File: src/rtl/mci_cif_arb_pkg.sv
// mci_cif_arb_pkg: shared types and constants for the two-requester CIF arbiter
package mci_cif_arb_pkg;
  typedef enum logic {IDLE, OWNED} state_t;
  typedef logic owner_t;
  localparam int CNT_W = 16;
  function automatic logic [1:0] onehot(owner_t o);
    return o ? 2'b10 : 2'b01;
  endfunction
endpackage

File: src/rtl/cif_if.sv
// cif_if: CIF request/response channel with a packed request payload
interface cif_if #(
  parameter int ADDR_WIDTH = 32,
  parameter int DATA_WIDTH = 32,
  parameter int ID_WIDTH   = 8,
  parameter int USER_WIDTH = 32
);
  typedef struct packed {
    logic [ADDR_WIDTH-1:0]   addr;
    logic [DATA_WIDTH-1:0]   wdata;
    logic [DATA_WIDTH/8-1:0] wstrb;
    logic [ID_WIDTH-1:0]     id;
    logic [USER_WIDTH-1:0]   user;
    logic                    write;
    logic                    last;
  } req_t;
  logic dv;
  logic hold;
  req_t req_data;
  logic [DATA_WIDTH-1:0] rdata;
  logic error;
  modport request (output dv, req_data, input hold, rdata, error);
  modport response (input dv, req_data, output hold, rdata, error);
endinterface

File: src/rtl/mci_cif_arb_rr.sv
// mci_cif_arb_rr: 2-way round-robin picker; pointer breaks ties only
module mci_cif_arb_rr import mci_cif_arb_pkg::*; (
  input  logic [1:0] req,
  input  owner_t     ptr,
  output logic [1:0] sel
);
  assign sel = &req ? onehot(ptr) : req;
endmodule

File: src/rtl/mci_cif_arb.sv
// mci_cif_arb: arbitrates two CIF requesters onto one responder, holding
// ownership for whole bursts with an owner-idle timeout.
module mci_cif_arb import mci_cif_arb_pkg::*; #(
  parameter int ADDR_WIDTH     = 32,
  parameter int DATA_WIDTH     = 32,
  parameter int ID_WIDTH       = 8,
  parameter int USER_WIDTH     = 32,
  parameter int TIMEOUT_CYCLES = 255
) (
  input  logic       clk,
  input  logic       rst,
  cif_if.response    req0,
  cif_if.response    req1,
  cif_if.request     rsp,
  output logic [1:0] grant,
  output logic       arb_timeout
);
  localparam int REQ_W = ADDR_WIDTH + DATA_WIDTH + DATA_WIDTH / 8 + ID_WIDTH + USER_WIDTH + 2;
  state_t state;
  owner_t owner, ptr;
  logic [CNT_W-1:0] cnt;
  logic [1:0] pick, sel;
  logic fwd_dv, fwd_last, acc, own_dv, to_hit;
  mci_cif_arb_rr u_rr (.req({req1.dv, req0.dv}), .ptr(ptr), .sel(pick));
  // Reset gates the routing combinationally so ownership drops in the reset cycle itself
  always_comb begin
    sel = rst ? 2'b00 : state == OWNED ? onehot(owner) : pick;
    grant = sel;
    fwd_dv = sel[0] ? req0.dv : sel[1] & req1.dv;
    fwd_last = sel[0] ? req0.req_data.last : req1.req_data.last;
    acc = fwd_dv & ~rsp.hold;
    own_dv = owner ? req1.dv : req0.dv;
    to_hit = state == OWNED && cnt >= CNT_W'(TIMEOUT_CYCLES) && !(acc && fwd_last);
    arb_timeout = to_hit;
    rsp.dv = fwd_dv;
    rsp.req_data = sel[0] ? req0.req_data : sel[1] ? req1.req_data : REQ_W'(0);
    req0.hold = sel[0] ? rsp.hold : 1'b1;
    req0.rdata = sel[0] ? rsp.rdata : DATA_WIDTH'(0);
    req0.error = sel[0] & rsp.error;
    req1.hold = sel[1] ? rsp.hold : 1'b1;
    req1.rdata = sel[1] ? rsp.rdata : DATA_WIDTH'(0);
    req1.error = sel[1] & rsp.error;
  end
  always_ff @(posedge clk or posedge rst)
    if (rst) begin
      state <= IDLE;
      owner <= 1'b0;
      ptr <= 1'b0;
      cnt <= '0;
    end else if (state == IDLE) begin
      if (acc && fwd_last) ptr <= ~sel[1];
      else if (fwd_dv) begin
        state <= OWNED;
        owner <= sel[1];
        cnt <= '0;
      end
    end else if ((acc && fwd_last) || to_hit) begin
      state <= IDLE;
      ptr <= ~owner;
    end else cnt <= own_dv ? '0 : cnt + CNT_W'(~&cnt);
endmodule

File: src/flat_wrapper.sv
// flat-port wrapper written by rule: the top's interface ports become plain ports
module mci_cif_arb_flat import mci_cif_arb_pkg::*;
#(
  parameter int ADDR_WIDTH     = 32,
  parameter int DATA_WIDTH     = 32,
  parameter int ID_WIDTH       = 8,
  parameter int USER_WIDTH     = 32,
  parameter int TIMEOUT_CYCLES = 255
)
  (clk, rst, grant, arb_timeout, req0_dv, req0_req_data, req0_hold, req0_rdata, req0_error, req1_dv, req1_req_data, req1_hold, req1_rdata, req1_error, rsp_dv, rsp_req_data, rsp_hold, rsp_rdata, rsp_error);
  cif_if #(.ADDR_WIDTH(ADDR_WIDTH), .DATA_WIDTH(DATA_WIDTH), .ID_WIDTH(ID_WIDTH), .USER_WIDTH(USER_WIDTH)) req0_i ();
  cif_if #(.ADDR_WIDTH(ADDR_WIDTH), .DATA_WIDTH(DATA_WIDTH), .ID_WIDTH(ID_WIDTH), .USER_WIDTH(USER_WIDTH)) req1_i ();
  cif_if #(.ADDR_WIDTH(ADDR_WIDTH), .DATA_WIDTH(DATA_WIDTH), .ID_WIDTH(ID_WIDTH), .USER_WIDTH(USER_WIDTH)) rsp_i ();
  input  logic clk;
  input  logic rst;
  output logic [1:0] grant;
  output logic arb_timeout;
  input wire logic [$bits(req0_i.dv)-1:0] req0_dv;
  input wire logic [$bits(req0_i.req_data)-1:0] req0_req_data;
  output wire logic [$bits(req0_i.hold)-1:0] req0_hold;
  output wire logic [$bits(req0_i.rdata)-1:0] req0_rdata;
  output wire logic [$bits(req0_i.error)-1:0] req0_error;
  input wire logic [$bits(req1_i.dv)-1:0] req1_dv;
  input wire logic [$bits(req1_i.req_data)-1:0] req1_req_data;
  output wire logic [$bits(req1_i.hold)-1:0] req1_hold;
  output wire logic [$bits(req1_i.rdata)-1:0] req1_rdata;
  output wire logic [$bits(req1_i.error)-1:0] req1_error;
  output wire logic [$bits(rsp_i.dv)-1:0] rsp_dv;
  output wire logic [$bits(rsp_i.req_data)-1:0] rsp_req_data;
  input wire logic [$bits(rsp_i.hold)-1:0] rsp_hold;
  input wire logic [$bits(rsp_i.rdata)-1:0] rsp_rdata;
  input wire logic [$bits(rsp_i.error)-1:0] rsp_error;
  assign req0_i.dv = req0_dv;
  assign req0_i.req_data = req0_req_data;
  assign req0_hold = req0_i.hold;
  assign req0_rdata = req0_i.rdata;
  assign req0_error = req0_i.error;
  assign req1_i.dv = req1_dv;
  assign req1_i.req_data = req1_req_data;
  assign req1_hold = req1_i.hold;
  assign req1_rdata = req1_i.rdata;
  assign req1_error = req1_i.error;
  assign rsp_dv = rsp_i.dv;
  assign rsp_req_data = rsp_i.req_data;
  assign rsp_i.hold = rsp_hold;
  assign rsp_i.rdata = rsp_rdata;
  assign rsp_i.error = rsp_error;
  mci_cif_arb #(.ADDR_WIDTH(ADDR_WIDTH), .DATA_WIDTH(DATA_WIDTH), .ID_WIDTH(ID_WIDTH), .USER_WIDTH(USER_WIDTH), .TIMEOUT_CYCLES(TIMEOUT_CYCLES)) u_core (.clk(clk), .rst(rst), .req0(req0_i), .req1(req1_i), .rsp(rsp_i), .grant(grant), .arb_timeout(arb_timeout));
endmodule
File: config.mk
export PLATFORM = sky130hd
export DESIGN_NAME = mci_cif_arb_flat
export DESIGN_NICKNAME = d
export VERILOG_FILES = /design/src/rtl/mci_cif_arb_pkg.sv /design/src/rtl/cif_if.sv /design/src/rtl/mci_cif_arb_rr.sv /design/src/rtl/mci_cif_arb.sv /design/src/flat_wrapper.sv
export SDC_FILE = /design/constraint.sdc
export NUM_CORES = 1
export LEC_CHECK = 0
export ABC_AREA = 1
export CORE_AREA = 5 5 168 170
export DETAILED_ROUTE_END_ITERATION = 10
export DIE_AREA = 0 0 173 175
export GPL_ROUTABILITY_DRIVEN = 0
export GPL_TIMING_DRIVEN = 1
export PLACE_DENSITY = 0.41
export SLEW_MARGIN = 25
export SYNTH_ARGS = -nofsm -noshare
export SYNTH_HDL_FRONTEND = slang
export SYNTH_HIERARCHICAL = 1
export SYNTH_SLANG_ARGS = --single-unit
File: constraint.sdc
create_clock -name clk -period 3.5 [get_ports clk]
set_clock_uncertainty 0.2 [all_clocks]
set_input_delay 0.7 -clock clk [delete_from_list [all_inputs] [get_ports clk]]
set_output_delay 0.7 -clock clk [all_outputs]
set_load 0.05 [all_outputs]
## After elaboration in Yosys (flattened, before gate mapping)

Index checks and enable logic that the tools add are counted.

- Input port bits: 258
- Register bits: 19
- Logic and storage cells: 57

- Bitwise gates (word level): 9
- Multiplexer cells: 26
- $add $sub $neg: 1
- Reductions and logical operators: 13
- Magnitude comparators: 1
- Equal/unequal tests: 3

Operators by type and width:

| cell | number |
|---|---|
| 110-bit two-way mux | 2 |
| 16-bit two-way mux | 5 |
| 32-bit two-way mux | 2 |
| 16-bit by 1-bit adder with 16-bit output | 1 |
| 16-bit by 8-bit greater-or-equal comparator with 1-bit output, second input constant | 1 |
| 16-bit AND reduction | 1 |
| 1-bit two-way mux | 12 |
| 2-bit two-way mux | 5 |
| 3-bit AND reduction | 2 |
| 1-bit NOT | 5 |
| 1-bit bitwise AND | 4 |
| 2-bit inequality test, second input constant | 2 |
| 2-bit AND reduction | 2 |
| 2-bit nonzero test | 2 |
| 1-bit logical AND | 3 |
| 1-bit zero test | 2 |
| 2-bit by 1-bit inequality test with 1-bit output, second input constant | 1 |
| 1-bit logical OR | 1 |

## Depth between registers and ports, before layout

Gate-level depths: netlist of run 1.

- Depth in word-level cells: 13
- Gate-level depth with buffers: 14
- Mapped depth without buffers: 13

## By module

The synthesis of run 1 kept the hierarchy.

By module, submodules not included:

| module | times used | area an instance (um^2) | cells an instance | seq. area each (um^2) |
|---|---|---|---|---|
| mci_cif_arb | 1 | 2623.8 | 396 | 475.5 |
| mci_cif_arb_rr | 1 | 21.3 | 5 | 0.0 |

## Least setup slack after synthesis of run 1

OpenSTA, ideal clock, no wires.

- Path kind: input port to output port
- Start: input rst
- End: output rsp_req_data[101]
- Data arrival time: 2724 ps
- Stages on the path: 5
- Buffers on the path: 1
- Data required time: 2600 ps
- Slack: -124 ps
- Cell sequence: inv_1 > nand3_4 > inv_2 > clkbuf_1 > a22o_1

- Elaborated cells between the ends (all ways): 3
- Those cells by class: mux: 3

RTL lines:

| item | RTL line | text |
|---|---|---|
| start: declaration | flat_wrapper.sv:15 | `input logic rst;` |
| 2-bit two-way mux | mci_cif_arb.sv:27 | `sel = rst ? 2'b00 : state == OWNED ? onehot(owner) : pick;` |
| net grant[0] | flat_wrapper.sv:16 | `output logic [1:0] grant;` |
| 110-bit two-way mux | mci_cif_arb.sv:36 | `rsp.req_data = sel[0] ? req0.req_data : sel[1] ? req1.req_data : REQ_W'(0);` |
| end: declaration | flat_wrapper.sv:29 | `output wire logic [$bits(rsp_i.req_data)-1:0] rsp_req_data;` |

The timed path passes the listed nets, and every way through them passes these cells.

## Worst setup path in the final report of run 1

- Start: input rst
- End: output rsp_req_data[45]

- Longest elaborated chain between the ends: 3

RTL lines:

| item | RTL line |
|---|---|
| 2-bit two-way mux (*) | mci_cif_arb.sv:27 |
| 110-bit two-way mux | mci_cif_arb.sv:36 |
| 110-bit two-way mux (*) | mci_cif_arb.sv:36 |

Mark *: on every way between the ends. The rest lies on a longest branch, timed or not.

==> results_dict.tcl, run 1 <==
set metrics [dict create \
    io_buffers 439 \
    core_sq_mm 0.0266 \
    cts_tree "yes" \
    clock_power_share_pct 6.1 \
    grt_pass1_wl_mm 39.5 \
    drive_above_1_share_pct 31.0 \
    status "finished, final reports clean" \
    place_inst 1170 \
    ant_nets 0 \
    cp_cell_sequence "clkdlybuf4s50_1, inv_1, nand3_4, inv_8, nor2_4, buf_12, buf_12, a22o_1, buf_6" \
    hpwl_mm 24.8 \
    drc 0 \
    setup_violations 0 \
    cpLargestDelayFamily "buffers and inverters" \
    rsz0062_at_grt "false" \
    synth-seq-area-share_pct 18.0 \
    clock_latency_ps 250 \
    crit_fanout 15 \
    cts_sinks 19 \
    p_sw_w 0.00201 \
    finalNonFillerCells 1176 \
    p_leak_nw 4.16 \
    wirelength_mm 28.9 \
    io_pins 440 \
    hold_buffers 0 \
    synth-simple-area-share_pct 26.7 \
    end_kind "primary output" \
    ys_ff_latch 19 \
    synth_compound_area_share_pct 40.1 \
    netlist_instances 401 \
    power_density_mw_per_mm2 419 \
    syn_to_final_growth_pct 255 \
    hold_path_class "flip-flop to flip-flop" \
    cpMaxStageDelayCell "clkdlybuf4s50_1" \
    worst_pin_slew_ps 687 \
    cts_root_buf "clkbuf_16" \
    fin_crit_ps 3360 \
    hold_viol_final 0 \
    yosysWarnings 6 \
    total_power_w 0.00394 \
    clkTransAtPathRegs_ps 50 \
    vias 4625 \
    grt.overflow.total 0 \
    synth-adder-area-share_pct 0.946 \
    fin_nets 1096 \
    syn_avg_cell_area_sq_um 6.60 \
    netSwitchingFraction_pct 50.9 \
    seqPwrFrac_pct 6.9 \
    antenna_found_initial 1 \
    die_y_um 175 \
    slew_headroom_pct 53.9 \
    r2r_slack_ps 1230 \
    netlist_area_sq_mm 0.00265 \
    via_per_inst 3.93 \
    post-cts-setup-buffers 0 \
    initial_core_util_pct 9.95 \
    dieWidth_um 173 \
    dr.pass1.iters 4 \
    synthDistinctLibCells 22 \
    cts.path.max_buffers 2 \
    ctsHtreeMaxLevel 1 \
    power.ir.vdd_worst_v 0.000181 \
    finalCritPeriodShare_pct 95.9 \
    drt_iter0_drc 231 \
    critical_path_class "input pin to primary output" \
    synth_mux_area_share_pct 0 \
    arrival_ps 2460 \
    maxSlewViolCount 0 \
    critical_path_required_ps 2600 \
    synth_xor_area_share_pct 0 \
    dieArea_sq_mm 0.0303 \
    wl_per_cell_um 24.6 \
    critPathMostFrequentCell "buf_12" \
    synth_top_family_by_area "compound AO/OA/AOI/OAI gates" \
    antennaDiodeCount 0 \
    cp.buffers_inverters 6 \
    start_kind "input pin" \
    slowest_delay_ps 540 \
    syn_nets 661 \
    maxCapViolations 0 \
    track_usage_pct 17.7 \
    grt_max_degree 42 \
    pwr-share-comb_pct 87.0 \
    cts_buffers 3 \
    p_int_w 0.00194 \
    rows 60 \
    fmax_mhz 298 \
    first_global_vias 4815 \
]
-- timing repair --
item	in CTS	in global routing
cloned	1	1
endpoints found under the setup margin	35	96
gates resized for setup	62	15
-- sequential cells by signal, summed over array words and instances, names as in the netlist --
register / count
u_core/ptr: 1
u_core/cnt: 16
u_core/owner: 1
u_core/state: 1
-- layout make-up --
type	instances	area (sq um)
clock buffers	4	78.8
well taps	341	427
inverters	54	210
flip-flops and latches	19	475
multi-input cells	294	2120
repair buffers	464	6090
fillers	2745	17200
-- worst register-to-register path, delay by kind of cell, from the launching register on --
kind                   cells  cell delay, ps
and+or+nand+nor            8             950
buffers and inverters      4             510
DFF                        1             400
AOI/OAI and AO/OA          1             130
-- cells in the mapped netlist --
cell type	number	area, sq um
nor2_1	82	308
nand3_2	2	20.0
buf_1	5	18.8
o21ai_0	5	25.0
buf_2	20	100
and2_1	1	6.26
nor2_4	1	11.3
inv_2	3	11.3
inv_1	51	191
a22o_1	109	955
clkbuf_1	6	22.5
a21oi_1	11	55.1
o21ai_1	2	10.0
nand2_1	52	195
a21oi_4	1	16.3
nand3_4	1	17.5
nand3_1	7	35.0
buf_6	3	33.8
dfrtp_1	19	475
nand2_2	4	25.0
ha_1	2	25.0
nand4_1	14	87.6
-- cells by family (layout without fill, tap and decap cells) --
logic type | count (synthesis) | count (layout)
buffers and inverters | 88 | 522
AO/OA/AOI/OAI | 128 | 128
AND/OR/NAND/NOR | 164 | 164
adder cells (fa/ha/maj) | 2 | 2
flip-flops | 19 | 19
-- final timing paths --
path,startpoint,endpoint,cells after the start
worst max-delay path,rst,rsp_req_data[45],9
worst min-delay path,u_core/cnt[12],u_core/cnt[12],2
worst max register to register,u_core/ptr,u_core/cnt[7],13
worst min register to register,u_core/cnt[12],u_core/cnt[12],2
max in group asynchronous,rst,u_core/state,3
min in group asynchronous,rst,u_core/owner,3
-- cell usage in the layout (no fill, tap or decap), types with 2 or more instances in the layout --
cell | netlist | final
nand3_1 | 7 | 7
nand2_2 | 4 | 4
o21ai_1 | 2 | 3
inv_2 | 3 | 2
buf_12 | 0 | 149
a21oi_1 | 11 | 11
nand3_2 | 2 | 2
nand4_1 | 14 | 14
o21ai_0 | 5 | 4
nand2_1 | 52 | 52
a22o_4 | 0 | 37
dfrtp_1 | 19 | 19
a22o_1 | 109 | 72
buf_4 | 0 | 51
inv_1 | 51 | 51
clkbuf_16 | 0 | 4
buf_16 | 0 | 2
buf_6 | 3 | 2
nor2_1 | 82 | 82
clkdlybuf4s50_1 | 0 | 255
ha_1 | 2 | 2
-- power by group through the flow --
| stage | logic (W) | clock network (W) | registers (W) |
|---|---|---|---|
| 2_1_floorplan | 0.00157 | 0 | 0.000265 |
| 3_3_place_gp | 0.00329 | 0 | 0.000277 |
| 3_5_place_dp | 0.00328 | 0 | 0.000277 |
| 4_1_cts | 0.00342 | 0.000253 | 0.000273 |
| 5_1_grt | 0.00355 | 0.000256 | 0.000278 |
| 6_report | 0.00343 | 0.000240 | 0.000274 |
-- metal layers --
metal / vias up / track usage, % / routed length (um) / part of all wire [%]
li1: 2270 / - / - / -
met5: - / 0 / 13 / 0.045
met3: 6 / 5.82 / 2440 / 8.4
met2: 200 / 27.9 / 13000 / 45
met4: 2 / 0.698 / 32 / 0.11
met1: 2147 / 24.9 / 13500 / 47
-- stage by stage --
stage / utilization, % / hold slack, ps / area [sq um] / setup slack (ps) / setup TNS (ps)
floorplan: - / 258 / 2650 / 21.1 / 0
global placement: 33.5 / 280 / 8900 / -202 / -4620
detailed placement: 33.5 / 280 / 8900 / -180 / -3830
CTS: 34.9 / 298 / 9270 / -20.8 / -134
global route: 35.4 / 331 / 9400 / 72.5 / 0
finish: 35.4 / 292 / 9400 / 143 / 0
No activity file was read; power rests on OpenSTA's default activity.
==> run 2: changes to the inputs <==
==> constraint.sdc (replaced) <==
create_clock -name clk -period 3.79 [get_ports clk]
set_clock_uncertainty 0.2 [all_clocks]
set_input_delay 0.758 -clock clk [delete_from_list [all_inputs] [get_ports clk]]
set_output_delay 0.758 -clock clk [all_outputs]
set_load 0.05 [all_outputs]
==> results_dict.tcl, run 2 (same netlist as run 1, synthesis figures left out) <==
set metrics [dict create \
    hold_viol_final 0 \
    critical_path_class "input pin to primary output" \
    layout_common_cells "clkdlybuf4s50_1 (256), buf_12 (197), a22o_1 (105)" \
    ctsHtreeMaxLevel 1 \
    setup_violations 0 \
    dieArea_sq_mm 0.0303 \
    antenna_found_initial 17 \
    largest_reg_flops 16 \
    status "finished, final reports clean" \
    total_power_w 0.00381 \
    hold_end "u_core/cnt[10]" \
    rows 60 \
    grt.overflow.total 0 \
    cts_tree "yes" \
    hpwl_mm 26.9 \
    placed_cell_area_sq_mm 0.00963 \
    syn_to_final_growth_pct 271 \
    p_leak_nw 4.23 \
    track_usage_pct 18.9 \
    hp-start "u_core/cnt[10]" \
    grt_pass1_wl_mm 40.7 \
    fin_nets 1116 \
    power.ir.vdd_worst_v 0.000197 \
    finalCritPeriodShare_pct 97.6 \
    grt_max_degree 39 \
    r2r_slack_ps 1600 \
    tns_ps 0 \
    via_per_inst 3.96 \
    end_kind "primary output" \
    slew_headroom_pct 55.4 \
    crit_fanout 30 \
    hold_depth 2 \
    first_global_vias 4705 \
    power_density_mw_per_mm2 388 \
    wl_per_cell_um 25.7 \
    io_pins 440 \
    drive_above_1_share_pct 28.9 \
    rr_worst_depth 12 \
    ant_nets 0 \
    io_buffers 439 \
    initial_core_util_pct 9.95 \
    cts_sinks 19 \
    maxSlewViolCount 0 \
    dr.pass1.iters 4 \
    worstReg2RegEnd "u_core/cnt[2]" \
    layout_commonest_cell "clkdlybuf4s50_1" \
    drc 0 \
    cts_buffers 3 \
    top_register "u_core/cnt" \
    cts.path.max_buffers 2 \
    fin_crit_ps 3700 \
    rsz0062_at_grt "true" \
    cts_root_buf "clkbuf_16" \
    clock_latency_ps 250 \
    worst_pin_slew_ps 665 \
    maxCapViolations 0 \
    clkTransAtPathRegs_ps 50 \
    core_sq_mm 0.0266 \
    r2r_start "u_core/ptr" \
    start_kind "input pin" \
    stdcell_area_sq_mm 0.00982 \
    dieWidth_um 173 \
    critical_path_required_ps 2830 \
    wirelength_mm 30.9 \
    fmax_mhz 270 \
    die_y_um 175 \
    hold_path_class "flip-flop to flip-flop" \
    drt_iter0_drc 270 \
    vias 4765 \
    fill_cells 2663 \
    arrival_ps 2740 \
]
run 2: how the worst max path moves through the flow:
stage | slack, ps | endpoint | startpoint
2_1_floorplan | 50 | rsp_req_data[101] | rst
3_3_place_gp | -20 | rsp_req_data[60] | req1_dv
3_5_place_dp | 30 | rsp_req_data[67] | req1_dv
4_1_cts | 8 | rsp_req_data[67] | req1_dv
5_1_grt | -10 | rsp_req_data[67] | req1_dv
6_report | 90 | rsp_req_data[78] | req1_dv
run 2: metal layers:
layer | track usage [%] | part of all wire (%) | up-vias
li1 | - | - | 2315
met1 | 26.1 | 45 | 2159
met2 | 25.7 | 39 | 233
met3 | 12.5 | 15 | 30
met4 | 0.599 | 0.19 | 28
met5 | 0 | 0.50 | -
run 2: cell type report:
| cell class | count | area [sq um] | share of cell area (%) |
|---|---|---|---|
| Multi-Input combinational cell | 294 | 1810 | 18.5 |
| Tap cell | 341 | 427 | 4.35 |
| Inverter | 54 | 205 | 2.09 |
| Clock buffer | 3 | 75.1 | 0.765 |
| Antenna cell | 8 | 20.0 | 0.204 |
| Clock inverter | 1 | 5.00 | 0.0510 |
| Sequential cell | 19 | 475 | 4.84 |
| Timing Repair Buffer | 484 | 6800 | 69.2 |
run 2: report_power, final:
part	switching, W	internal, W
registers	0.0000278	0.000225
logic	0.00176	0.00158
clock network	0.0000731	0.000141
total	0.00186	0.00195
run 2: critical path: stages:
cell             delay [ps]
clkdlybuf4s50_1         560
nand3_1                 100
nand2_1                  60
nand2_1                  80
a21oi_4                 140
inv_2                    70
nor2_4                  160
buf_12                  190
buf_12                  200
a22o_1                  230
buf_12                  160
run 2: timing repair:
item                                    4_1_cts  5_1_grt
endpoints found under the hold margin         0        0
endpoints found under the setup margin        0       37
setup buffers                                 0        1
hold buffers                                  0        0
gates resized for setup                       0        6
run 2: per-stage QoR:
| stage | hold slack, ps | cells | util [%] | worst slack, ps |
|---|---|---|---|---|
| after floorplan | 258 | 401 | - | 49.6 |
| after global placement | 279 | 1189 | 36.2 | -18.6 |
| after detailed placement | 279 | 1189 | 36.2 | 25.3 |
| after CTS | 296 | 1193 | 36.5 | 8.15 |
| after global routing | 327 | 1196 | 36.9 | -14.6 |
| final | 291 | 1204 | 36.9 | 90.7 |
